File: src/rtl/operand_sequencer_pkg.sv
// -----------------------------------------------------------------------------
// operand_sequencer_pkg
// Shared types and constants for the operand sequencer:
//   - DATA_W     : operand / result bus width
//   - IDX_A..X   : operand index values, presented to the evaluator in this order
//   - state_e    : sequencer state encoding
//   - min_one    : maps a zero phase length to one cycle
//   - sel_operand: picks the latched operand addressed by an index
// -----------------------------------------------------------------------------
package operand_sequencer_pkg;

  localparam int DATA_W = 8;

  localparam logic [1:0] IDX_A = 2'd0;
  localparam logic [1:0] IDX_B = 2'd1;
  localparam logic [1:0] IDX_C = 2'd2;
  localparam logic [1:0] IDX_X = 2'd3;

  typedef enum logic [2:0] {
    ST_IDLE       = 3'd0,
    ST_SETUP      = 3'd1,
    ST_GO_HI      = 3'd2,
    ST_GO_LO      = 3'd3,
    ST_WAIT_VALID = 3'd4,
    ST_DONE       = 3'd5
  } state_e;

  // A phase length of zero still occupies one cycle.
  function automatic int min_one(input int v);
    return (v < 1) ? 1 : v;
  endfunction

  function automatic logic [DATA_W-1:0] sel_operand(
    input logic [1:0]        idx,
    input logic [DATA_W-1:0] a,
    input logic [DATA_W-1:0] b,
    input logic [DATA_W-1:0] c,
    input logic [DATA_W-1:0] x
  );
    logic [DATA_W-1:0] v;
    case (idx)
      IDX_A:   v = a;
      IDX_B:   v = b;
      IDX_C:   v = c;
      IDX_X:   v = x;
      default: v = {DATA_W{1'b0}};
    endcase
    return v;
  endfunction

endpackage

File: src/rtl/operand_sequencer_if.sv
// -----------------------------------------------------------------------------
// operand_sequencer_if
// Bundles the host request side and the evaluator handshake side.
//   Host side     : start, coef_a/b/c/x in; busy, done, result, error out
//   Evaluator side: go, data_out out; data_result, result_valid in
// master = the sequencer, slave = its environment (host + evaluator).
// -----------------------------------------------------------------------------
interface operand_sequencer_if;
  import operand_sequencer_pkg::*;

  logic              start;
  logic [DATA_W-1:0] coef_a;
  logic [DATA_W-1:0] coef_b;
  logic [DATA_W-1:0] coef_c;
  logic [DATA_W-1:0] coef_x;
  logic              go;
  logic [DATA_W-1:0] data_out;
  logic [DATA_W-1:0] data_result;
  logic              result_valid;
  logic              busy;
  logic              done;
  logic [DATA_W-1:0] result;
  logic              error;

  modport master (
    input  start, coef_a, coef_b, coef_c, coef_x, data_result, result_valid,
    output go, data_out, busy, done, result, error
  );

  modport slave (
    output start, coef_a, coef_b, coef_c, coef_x, data_result, result_valid,
    input  go, data_out, busy, done, result, error
  );

endinterface

File: src/rtl/operand_sequencer_phase_timer.sv
// -----------------------------------------------------------------------------
// phase_timer
// Loadable down-counter with a terminal flag.
//   clk, resetn : clock, asynchronous active-low reset
//   load        : load load_val this cycle (takes priority over counting)
//   load_val    : value loaded; a phase of N cycles is loaded with N-1
//   tc          : count has reached zero (counter then holds at zero)
// -----------------------------------------------------------------------------
module phase_timer #(
  parameter int W = 8
) (
  input  logic         clk,
  input  logic         resetn,
  input  logic         load,
  input  logic [W-1:0] load_val,
  output logic         tc
);

  logic [W-1:0] count_r;

  // Load on request, otherwise count down and saturate at zero.
  always_ff @(posedge clk or negedge resetn) begin
    if (!resetn) begin
      count_r <= {W{1'b0}};
    end else if (load) begin
      count_r <= load_val;
    end else if (count_r != {W{1'b0}}) begin
      count_r <= count_r - {{(W-1){1'b0}}, 1'b1};
    end
  end

  assign tc = (count_r == {W{1'b0}});

endmodule

File: src/rtl/operand_sequencer.sv
// -----------------------------------------------------------------------------
// operand_sequencer
// Presents four latched operands (A, B, C, X) to a polynomial evaluator using
// a Go strobe, then captures the evaluator result.
//   clk    : clock, rising edge
//   resetn : asynchronous active-low reset
//   bus    : operand_sequencer_if.master (start/coefs in, go/data_out to the
//            evaluator, data_result/result_valid back, busy/done/result/error)
// Parameters: SETUP_CYCLES, GO_HIGH_CYCLES, GO_LOW_CYCLES (0 treated as 1),
//             TIMEOUT_CYCLES (only meaningful with the macro below).
// Build option: define OPERAND_SEQUENCER_TIMEOUT_EN to bound the wait for
//   result_valid; on expiry error is set (sticky until reset or next accepted
//   start) and the sequencer returns to idle without done. Without the macro
//   the wait is unbounded and error is tied low.
// -----------------------------------------------------------------------------
module operand_sequencer
  import operand_sequencer_pkg::*;
#(
  parameter int SETUP_CYCLES   = 2,
  parameter int GO_HIGH_CYCLES = 3,
  parameter int GO_LOW_CYCLES  = 2,
  parameter int TIMEOUT_CYCLES = 64
) (
  input  logic                clk,
  input  logic                resetn,
  operand_sequencer_if.master bus
);

  localparam int SU_N  = min_one(SETUP_CYCLES);
  localparam int HI_N  = min_one(GO_HIGH_CYCLES);
  localparam int LO_N  = min_one(GO_LOW_CYCLES);
  localparam int TO_N  = min_one(TIMEOUT_CYCLES);
  localparam int MAX_A = (SU_N > HI_N) ? SU_N : HI_N;
  localparam int MAX_B = (LO_N > TO_N) ? LO_N : TO_N;
  localparam int MAX_N = (MAX_A > MAX_B) ? MAX_A : MAX_B;
  localparam int TW    = (MAX_N > 1) ? $clog2(MAX_N) : 1;

  // Timer is loaded with length-1 so tc marks the last cycle of a phase.
  localparam logic [TW-1:0] SU_LD = TW'(SU_N - 1);
  localparam logic [TW-1:0] HI_LD = TW'(HI_N - 1);
  localparam logic [TW-1:0] LO_LD = TW'(LO_N - 1);
  localparam logic [TW-1:0] TO_LD = TW'(TO_N - 1);

  state_e            state_r;
  logic [1:0]        idx_r;
  logic [DATA_W-1:0] coef_a_r;
  logic [DATA_W-1:0] coef_b_r;
  logic [DATA_W-1:0] coef_c_r;
  logic [DATA_W-1:0] coef_x_r;
  logic              go_r;
  logic [DATA_W-1:0] data_out_r;
  logic              busy_r;
  logic              done_r;
  logic [DATA_W-1:0] result_r;
  logic              tmr_load_s;
  logic [TW-1:0]     tmr_val_s;
  logic              tmr_tc_s;

  phase_timer #(.W(TW)) u_phase_timer (
    .clk      (clk),
    .resetn   (resetn),
    .load     (tmr_load_s),
    .load_val (tmr_val_s),
    .tc       (tmr_tc_s)
  );

  // Reload the timer on the same edge the FSM enters a timed phase.
  always_comb begin
    tmr_load_s = 1'b0;
    tmr_val_s  = {TW{1'b0}};
    case (state_r)
      ST_IDLE: begin
        if (bus.start) begin
          tmr_load_s = 1'b1;
          tmr_val_s  = SU_LD;
        end else begin
          tmr_load_s = 1'b0;
        end
      end
      ST_SETUP: begin
        if (tmr_tc_s) begin
          tmr_load_s = 1'b1;
          tmr_val_s  = HI_LD;
        end else begin
          tmr_load_s = 1'b0;
        end
      end
      ST_GO_HI: begin
        if (tmr_tc_s) begin
          tmr_load_s = 1'b1;
          tmr_val_s  = LO_LD;
        end else begin
          tmr_load_s = 1'b0;
        end
      end
      ST_GO_LO: begin
        if (tmr_tc_s) begin
          tmr_load_s = 1'b1;
          tmr_val_s  = (idx_r == IDX_X) ? TO_LD : SU_LD;
        end else begin
          tmr_load_s = 1'b0;
        end
      end
      default: begin
        tmr_load_s = 1'b0;
        tmr_val_s  = {TW{1'b0}};
      end
    endcase
  end

`ifdef OPERAND_SEQUENCER_TIMEOUT_EN
  logic error_r;
  assign bus.error = error_r;
`else
  assign bus.error = 1'b0;
`endif

  // Sequencer FSM; go/data_out/busy/done/result are registered here.
  always_ff @(posedge clk or negedge resetn) begin
    if (!resetn) begin
      state_r    <= ST_IDLE;
      idx_r      <= IDX_A;
      coef_a_r   <= {DATA_W{1'b0}};
      coef_b_r   <= {DATA_W{1'b0}};
      coef_c_r   <= {DATA_W{1'b0}};
      coef_x_r   <= {DATA_W{1'b0}};
      go_r       <= 1'b0;
      data_out_r <= {DATA_W{1'b0}};
      busy_r     <= 1'b0;
      done_r     <= 1'b0;
      result_r   <= {DATA_W{1'b0}};
`ifdef OPERAND_SEQUENCER_TIMEOUT_EN
      error_r    <= 1'b0;
`endif
    end else begin
      done_r <= 1'b0;
      case (state_r)
        ST_IDLE: begin
          if (bus.start) begin
            coef_a_r   <= bus.coef_a;
            coef_b_r   <= bus.coef_b;
            coef_c_r   <= bus.coef_c;
            coef_x_r   <= bus.coef_x;
            idx_r      <= IDX_A;
            data_out_r <= bus.coef_a;
            busy_r     <= 1'b1;
            state_r    <= ST_SETUP;
`ifdef OPERAND_SEQUENCER_TIMEOUT_EN
            error_r    <= 1'b0;
`endif
          end
        end
        ST_SETUP: begin
          if (tmr_tc_s) begin
            go_r    <= 1'b1;
            state_r <= ST_GO_HI;
          end
        end
        ST_GO_HI: begin
          if (tmr_tc_s) begin
            go_r    <= 1'b0;
            state_r <= ST_GO_LO;
          end
        end
        ST_GO_LO: begin
          if (tmr_tc_s) begin
            if (idx_r == IDX_X) begin
              state_r <= ST_WAIT_VALID;
            end else begin
              idx_r      <= idx_r + 2'd1;
              data_out_r <= sel_operand(idx_r + 2'd1, coef_a_r, coef_b_r,
                                        coef_c_r, coef_x_r);
              state_r    <= ST_SETUP;
            end
          end
        end
        ST_WAIT_VALID: begin
          if (bus.result_valid) begin
            result_r <= bus.data_result;
            done_r   <= 1'b1;
            state_r  <= ST_DONE;
          end
`ifdef OPERAND_SEQUENCER_TIMEOUT_EN
          else if (tmr_tc_s) begin
            error_r    <= 1'b1;
            busy_r     <= 1'b0;
            data_out_r <= {DATA_W{1'b0}};
            state_r    <= ST_IDLE;
          end
`endif
        end
        ST_DONE: begin
          busy_r     <= 1'b0;
          data_out_r <= {DATA_W{1'b0}};
          state_r    <= ST_IDLE;
        end
        default: begin
          go_r       <= 1'b0;
          busy_r     <= 1'b0;
          data_out_r <= {DATA_W{1'b0}};
          state_r    <= ST_IDLE;
        end
      endcase
    end
  end

  assign bus.go       = go_r;
  assign bus.data_out = data_out_r;
  assign bus.busy     = busy_r;
  assign bus.done     = done_r;
  assign bus.result   = result_r;

endmodule

File: src/flat_wrapper.sv
// flat-port wrapper written by rule: the top's interface ports become plain ports
module operand_sequencer_flat import operand_sequencer_pkg::*;
#(
  parameter int SETUP_CYCLES   = 2,
  parameter int GO_HIGH_CYCLES = 3,
  parameter int GO_LOW_CYCLES  = 2,
  parameter int TIMEOUT_CYCLES = 64
)
  (clk, resetn, bus_start, bus_coef_a, bus_coef_b, bus_coef_c, bus_coef_x, bus_data_result, bus_result_valid, bus_go, bus_data_out, bus_busy, bus_done, bus_result, bus_error);
  operand_sequencer_if bus_i ();
  input  logic clk;
  input  logic resetn;
  input wire logic [$bits(bus_i.start)-1:0] bus_start;
  input wire logic [$bits(bus_i.coef_a)-1:0] bus_coef_a;
  input wire logic [$bits(bus_i.coef_b)-1:0] bus_coef_b;
  input wire logic [$bits(bus_i.coef_c)-1:0] bus_coef_c;
  input wire logic [$bits(bus_i.coef_x)-1:0] bus_coef_x;
  input wire logic [$bits(bus_i.data_result)-1:0] bus_data_result;
  input wire logic [$bits(bus_i.result_valid)-1:0] bus_result_valid;
  output wire logic [$bits(bus_i.go)-1:0] bus_go;
  output wire logic [$bits(bus_i.data_out)-1:0] bus_data_out;
  output wire logic [$bits(bus_i.busy)-1:0] bus_busy;
  output wire logic [$bits(bus_i.done)-1:0] bus_done;
  output wire logic [$bits(bus_i.result)-1:0] bus_result;
  output wire logic [$bits(bus_i.error)-1:0] bus_error;
  assign bus_i.start = bus_start;
  assign bus_i.coef_a = bus_coef_a;
  assign bus_i.coef_b = bus_coef_b;
  assign bus_i.coef_c = bus_coef_c;
  assign bus_i.coef_x = bus_coef_x;
  assign bus_i.data_result = bus_data_result;
  assign bus_i.result_valid = bus_result_valid;
  assign bus_go = bus_i.go;
  assign bus_data_out = bus_i.data_out;
  assign bus_busy = bus_i.busy;
  assign bus_done = bus_i.done;
  assign bus_result = bus_i.result;
  assign bus_error = bus_i.error;
  operand_sequencer #(.SETUP_CYCLES(SETUP_CYCLES), .GO_HIGH_CYCLES(GO_HIGH_CYCLES), .GO_LOW_CYCLES(GO_LOW_CYCLES), .TIMEOUT_CYCLES(TIMEOUT_CYCLES)) u_core (.clk(clk), .resetn(resetn), .bus(bus_i));
endmodule
File: config.mk
export PLATFORM = sky130hd
export DESIGN_NAME = operand_sequencer_flat
export DESIGN_NICKNAME = d
export VERILOG_FILES = /design/src/rtl/operand_sequencer_pkg.sv /design/src/rtl/operand_sequencer_if.sv /design/src/rtl/operand_sequencer_phase_timer.sv /design/src/rtl/operand_sequencer.sv /design/src/flat_wrapper.sv
export SDC_FILE = /design/constraint.sdc
export NUM_CORES = 1
export LEC_CHECK = 0
export BUFFER_PORTS_ARGS = -buffer_cell sky130_fd_sc_hd__buf_2
export CAP_MARGIN = 20
export CORE_AREA = 5 5 89 83
export DETAILED_ROUTE_END_ITERATION = 16
export DIE_AREA = 0 0 94 88
export PLACE_DENSITY = 0.7
export SLEW_MARGIN = 15
export SYNTH_ARGS = -nofsm -noshare
export SYNTH_HDL_FRONTEND = slang
export SYNTH_HIERARCHICAL = 1
export SYNTH_SLANG_ARGS = --single-unit
export TNS_END_PERCENT = 5
File: constraint.sdc
create_clock -name clk -period 4.2 [get_ports clk]
set_input_delay 1.26 -clock clk [delete_from_list [all_inputs] [get_ports clk]]
set_output_delay 1.26 -clock clk [all_outputs]
set_load 0.05 [all_outputs]
; Word level (Yosys, flattened, before mapping)
; Cells that the tools add are included.
[totals]
reg_bits = 62
latchBits = 0
ram_bits = 0
rom_bits = 0
inputBits = 44
output_inout_bits = 20
n_memories = 0
[op_classes]
n_addsub = 2
multipliers = 0
div_mod_pow = 0
order_cmp = 0
eq_ne = 15
n_shift = 0
n_mux = 34
bitwise_logic = 3
n_reduce_logical = 17
[ops]
columns = operator, n
row1 = $pmux 8 s4, 1
row2 = $mux 6, 4
row3 = $mux 8, 3
row4 = $pmux 6 s4, 1
row5 = $pmux 8 s3, 1
row6 = $mux 3, 6
row7 = $pmux 3 s5, 1
row8 = $mux 1, 9
row9 = $mux 2, 4
row10 = $reduce_and 4->1, 2
row11 = $reduce_or 4->1, 2
row12 = $eq 2x2->1 const B, 3
row13 = $eq 3x2->1 const B, 2
row14 = $eq 3x3->1 const B, 2
row15 = $logic_not 6->1, 1
row16 = $ne 2x1->1 const B, 3
row17 = $ne 2x2->1 const B, 3
row18 = $reduce_and 2->1, 3
row19 = $reduce_bool 6->1, 1
row20 = $reduce_or 3->1, 2
row21 = $sub 6x1->6 const B, 1
row22 = $reduce_and 5->1, 1
row23 = $pmux 1 s2, 2
row24 = $pmux 2 s2, 1
row25 = other kinds (9), 12

; Longest topological paths before layout
[depth]
ltp_word = 6
depth_mapped = 9
mapped_depth_nobuf = 8

; Hierarchy
; Netlist, hierarchy kept.
[modules_own_cells]
columns = module, n_inst, cells_per_inst, area_per_inst_um2, seq_area_each_um2
row1 = operand_sequencer, 1, 226, 2666.3, 1401.3
row2 = phase_timer, 1, 40, 400.4, 150.1

; Worst setup path before layout
; OpenSTA, ideal clock, no wires.
[synth_path]
kind = input to register
startpoint = input port bus_start
endpoint = register u_core.u_phase_timer.count_r[0]
setup_ns = 0.149
arrival_time_ns = 2.312
required_time_ns = 4.051
setup_slack_ns = 1.739
stages = 4
cell_sequence = or3b_1 a21oi_1 clkbuf_1 a221oi_1
[synth_between]
elab_chain_len = 3
word_cells_on_any_way = 6
[synth_rtl]
columns = item, line_no
row1 = "start, declared", flat_wrapper.sv:13  ; input wire logic [$bits(bus_i.start)-1:0] bus_start;
row2 = $mux 1 *, operand_sequencer.sv:73  ; if (bus.start) begin
row3 = $pmux 1 s2 *, operand_sequencer.sv:71  ; case (state_r)
row4 = net u_core.tmr_load_s, operand_sequencer.sv:55  ; logic tmr_load_s;
row5 = $mux 6 / $reduce_bool 2->1 (equally long branches), -
row6 = "end signal, assigned", operand_sequencer_phase_timer.sv:24  ; count_r <= {W{1'b0}};
row7 = "end signal, assigned", operand_sequencer_phase_timer.sv:26  ; count_r <= load_val;
row8 = "end signal, assigned", operand_sequencer_phase_timer.sv:28  ; count_r <= count_r - {{(W-1){1'b0}}, 1'b1};
row9 = "end, declared", operand_sequencer_phase_timer.sv:19  ; logic [W-1:0] count_r;
; Mark *: on every way through the listed nets, which the timed path passes. The rest lies on a longest branch.
; A chain may end at the register's enable or synchronous reset.

; Worst setup path after layout
[layout_path]
startpoint = input port bus_start
endpoint = register u_core.data_out_r[1], in the netlist u_core/bus.data_out[1]
[layout_between]
elab_chain_len = 2
[layout_rtl]
columns = item, line_no
row1 = $ne 2x2->1 (no source line), -
row2 = $reduce_and 4->1 (no source line), -
row3 = "end signal, assigned", operand_sequencer.sv:128  ; data_out_r <= {DATA_W{1'b0}};
row4 = "end signal, assigned", operand_sequencer.sv:145  ; data_out_r <= bus.coef_a;
row5 = "end signal, assigned", operand_sequencer.sv:171  ; data_out_r <= sel_operand(idx_r + 2'd1, coef_a_r, coef_b_r,
row6 = "end, declared", operand_sequencer.sv:51  ; logic [DATA_W-1:0] data_out_r;
; Every way passes these cells.

==> flow_summary_export.csv <==
group,metric,value,unit
place,port_buffers,62,
route,top_layer_used,"met4",
global_route,grt_pass1_vias,2133,
route,ant_nets,0,
flow_run,drv_cap,0,
timing,fmax,381,MHz
floorplan,core,6380,um^2
pwr,power_density,682,nW/um^2
route,dr.pass1.iters,4,
clock_network,cts_root_buf,"clkbuf_8",
route,wl_met3,281,um
final_layout,syn2layout_area_growth,17.0,%
synthesis,yosys_warnings,6,
route,drc,0,
final_layout,stdcell_count,418,
pwr,p_total,2.45,mW
setup_path,crit_required,4.40,ns
route,viasPerCell,5.32,
timing,drv_slew,0,
clock_network,post_cts_buffers,0,
place,place.gp.congestion,0.747,
synthesis,synth_edf_count,0,
route,vias,2222,
setup_path,crit_type,"in -> reg",
route,wl_per_cell,15.1,um
floorplan,die_w,94,um
synthesis,syn_inst,266,
timing,hold_violations,0,
clock_network,cts_made_buffers,9,
floorplan,die_y,88,um
timing,finalCritPeriodShare,62.5,%
global_route,grt_first_pass_wirelength,10300,um
place,placed_cells_incl_taps,402,
timing,skew,0.00913,ns
synthesis,async_flop_share,100,%
clock_network,cts_resized,0,
final_layout,layout-drive-gt1-share,30.5,%
route,drt-initial-drc-count,124,
setup_path,critPathLaunchType,"input port",
global_route,grt-ovfl-total,0,
floorplan,io_pins,64,
run_status,status,"finished clean",
synthesis,yosys_register_bits,62,
synthesis,syn-cell-area,3070,um^2
timing,maxSlewHeadroom,41.4,%
timing,tightest_slew,0.873,ns
clock_network,cts.sinks,62,
setup_path,crit_path_end_kind,"register",
timing,setup_violations,0,
final_layout,diodes,0,
route,wl,6310,um
final_layout,nNetsFinal,374,
clock_network,cts_tree,"yes",
place,hpwl,4470,um
global_route,track_usage,16.3,%
route,wl_met1,3070,um
synthesis,ys.flop_type,"dfrtp_1",
clock_network,ctsHoldBuffers,0,
clock_network,clk_pin_slew,0.07,ns
synthesis,syn_nets,317,
synthesis,ys_seq_area_share,50.6,%
timing,fin_setup_tns,0,ns
synthesis,syn_area_per_cell,11.5,um^2
global_route,grt_start_max_net_pins,63,
clock_network,clockBufferDepth,2,
pwr,ir_drop,0.263,mV
final_layout,finish.utilization,56.3,%
clock_network,h-tree-depth,3,
global_route,antenna_found_initial,0,
worst_hold_path,holdCritPathClass,"reg -> reg",
timing,period_needed,2.63,ns
route,wl_met2,2860,um
floorplan,dieArea,8270,um^2
timing,rsz0062_at_grt,"false",
setup_path,cp_max_fo,17,
setup_path,cp.arrival,2.83,ns
clock_network,clk_latency,0.34,ns
pwr,leakagePower,1.66,nW
floorplan,start_util,48.1,%
floorplan,num_rows,28,
synthesis,ys_types,47,
==> worst paths after layout <==
kind,start,slack [ns],cells past startpoint,to
max,bus_start,1.57,5,u_core/bus.data_out[1]$_DFFE_PN0P_
max reg2reg,u_core/state_r[1]$_DFFE_PN0P_,1.93,4,u_core/bus.data_out[1]$_DFFE_PN0P_
max in group asynchronous,resetn,2.61,2,u_core/coef_a_r[7]$_DFFE_PN0P_
min in group asynchronous,resetn,1.08,2,u_core/coef_b_r[6]$_DFFE_PN0P_
min,u_core/bus.result[5]$_DFFE_PN0P_,0.48,1,u_core/bus.result[5]$_DFFE_PN0P_
min reg2reg,u_core/bus.result[5]$_DFFE_PN0P_,0.48,1,u_core/bus.result[5]$_DFFE_PN0P_
==> stage by stage <==
step | cell area [um^2] | hold WS [ns] | setup WS [ns]
after floorplan | 3070 | 0.458 | 1.74
after global placement | 3400 | 0.465 | 1.28
after detailed placement | 3400 | 0.469 | 1.23
after CTS | 3590 | 0.484 | 1.58
after global routing | 3590 | 0.506 | 1.41
final | 3590 | 0.480 | 1.57
==> worst max-delay path, cell delays in order <==
cell and delay [ns]:
buf_2 0.13, nor4b_4 0.55, buf_4 0.33, or3_1 0.40
a31oi_2 0.15
==> layer usage <==
layer	track usage (%)	up-vias
met3	3.44	9
met2	23.1	59
li1	-	1076
met5	0	-
met4	8.66	0
met1	23.5	1078
==> layout by cell type (no fill, tap or decap), types with 7 or more instances in the layout <==
master,n
ha_1,7
a21oi_1,13
clkbuf_8,11
a31oi_2,8
mux2_1,32
dfrtp_1,62
inv_1,17
o21ai_1,8
a221o_1,8
a22oi_1,8
buf_2,62
nand2_1,23
nor4_1,8
==> cell usage after synthesis (all sizes together), types with 6 or more instances <==
cell	number	area share, %
nand2	23	2.8
a31oi	8	3.3
a21oi	13	2.1
a221o	8	2.6
nor2	6	0.73
mux2	32	12
nor4	9	2.0
a22oi	8	2.0
inv	19	2.3
buf	16	3.6
dfrtp	62	51
ha	7	2.9
o21ai	11	1.8
==> where the power goes <==
group	internal, mW	switching [mW]
Clock	0.245	0.233
Combinational	0.396	0.570
Sequential	0.838	0.164
==> registers in the layout, summed over array words and instances (netlist names) <==
name,flops
u_core/bus.data_out,8
u_core/bus.result,8
u_core/coef_a_r,8
u_core/coef_b_r,8
u_core/coef_c_r,8
u_core/coef_x_r,8
u_core/u_phase_timer/count_r,6
u_core/state_r,3
u_core/idx_r,2
u_core/bus.busy,1
u_core/bus.done,1
u_core/bus.go,1
==> cells by family after synthesis <==
family / share of synthesized area, %
compound gates: 16.1
xor+xnor: 1.14
fa+ha+maj: 2.86
buf+inv: 6.41
flops: 50.6
mux: 12.7
other cells: 0.122
simple gates: 10.0
==> layout make-up <==
type,instances,area [um^2]
Clock buffer,11,151
Clock inverter,5,33.8
Fill cell,567,2790
Inverter,19,71.3
Multi-Input combinational cell,165,1330
Sequential cell,62,1550
Tap cell,90,113
Timing Repair Buffer,66,340
(Power assumes the default switching activity.)
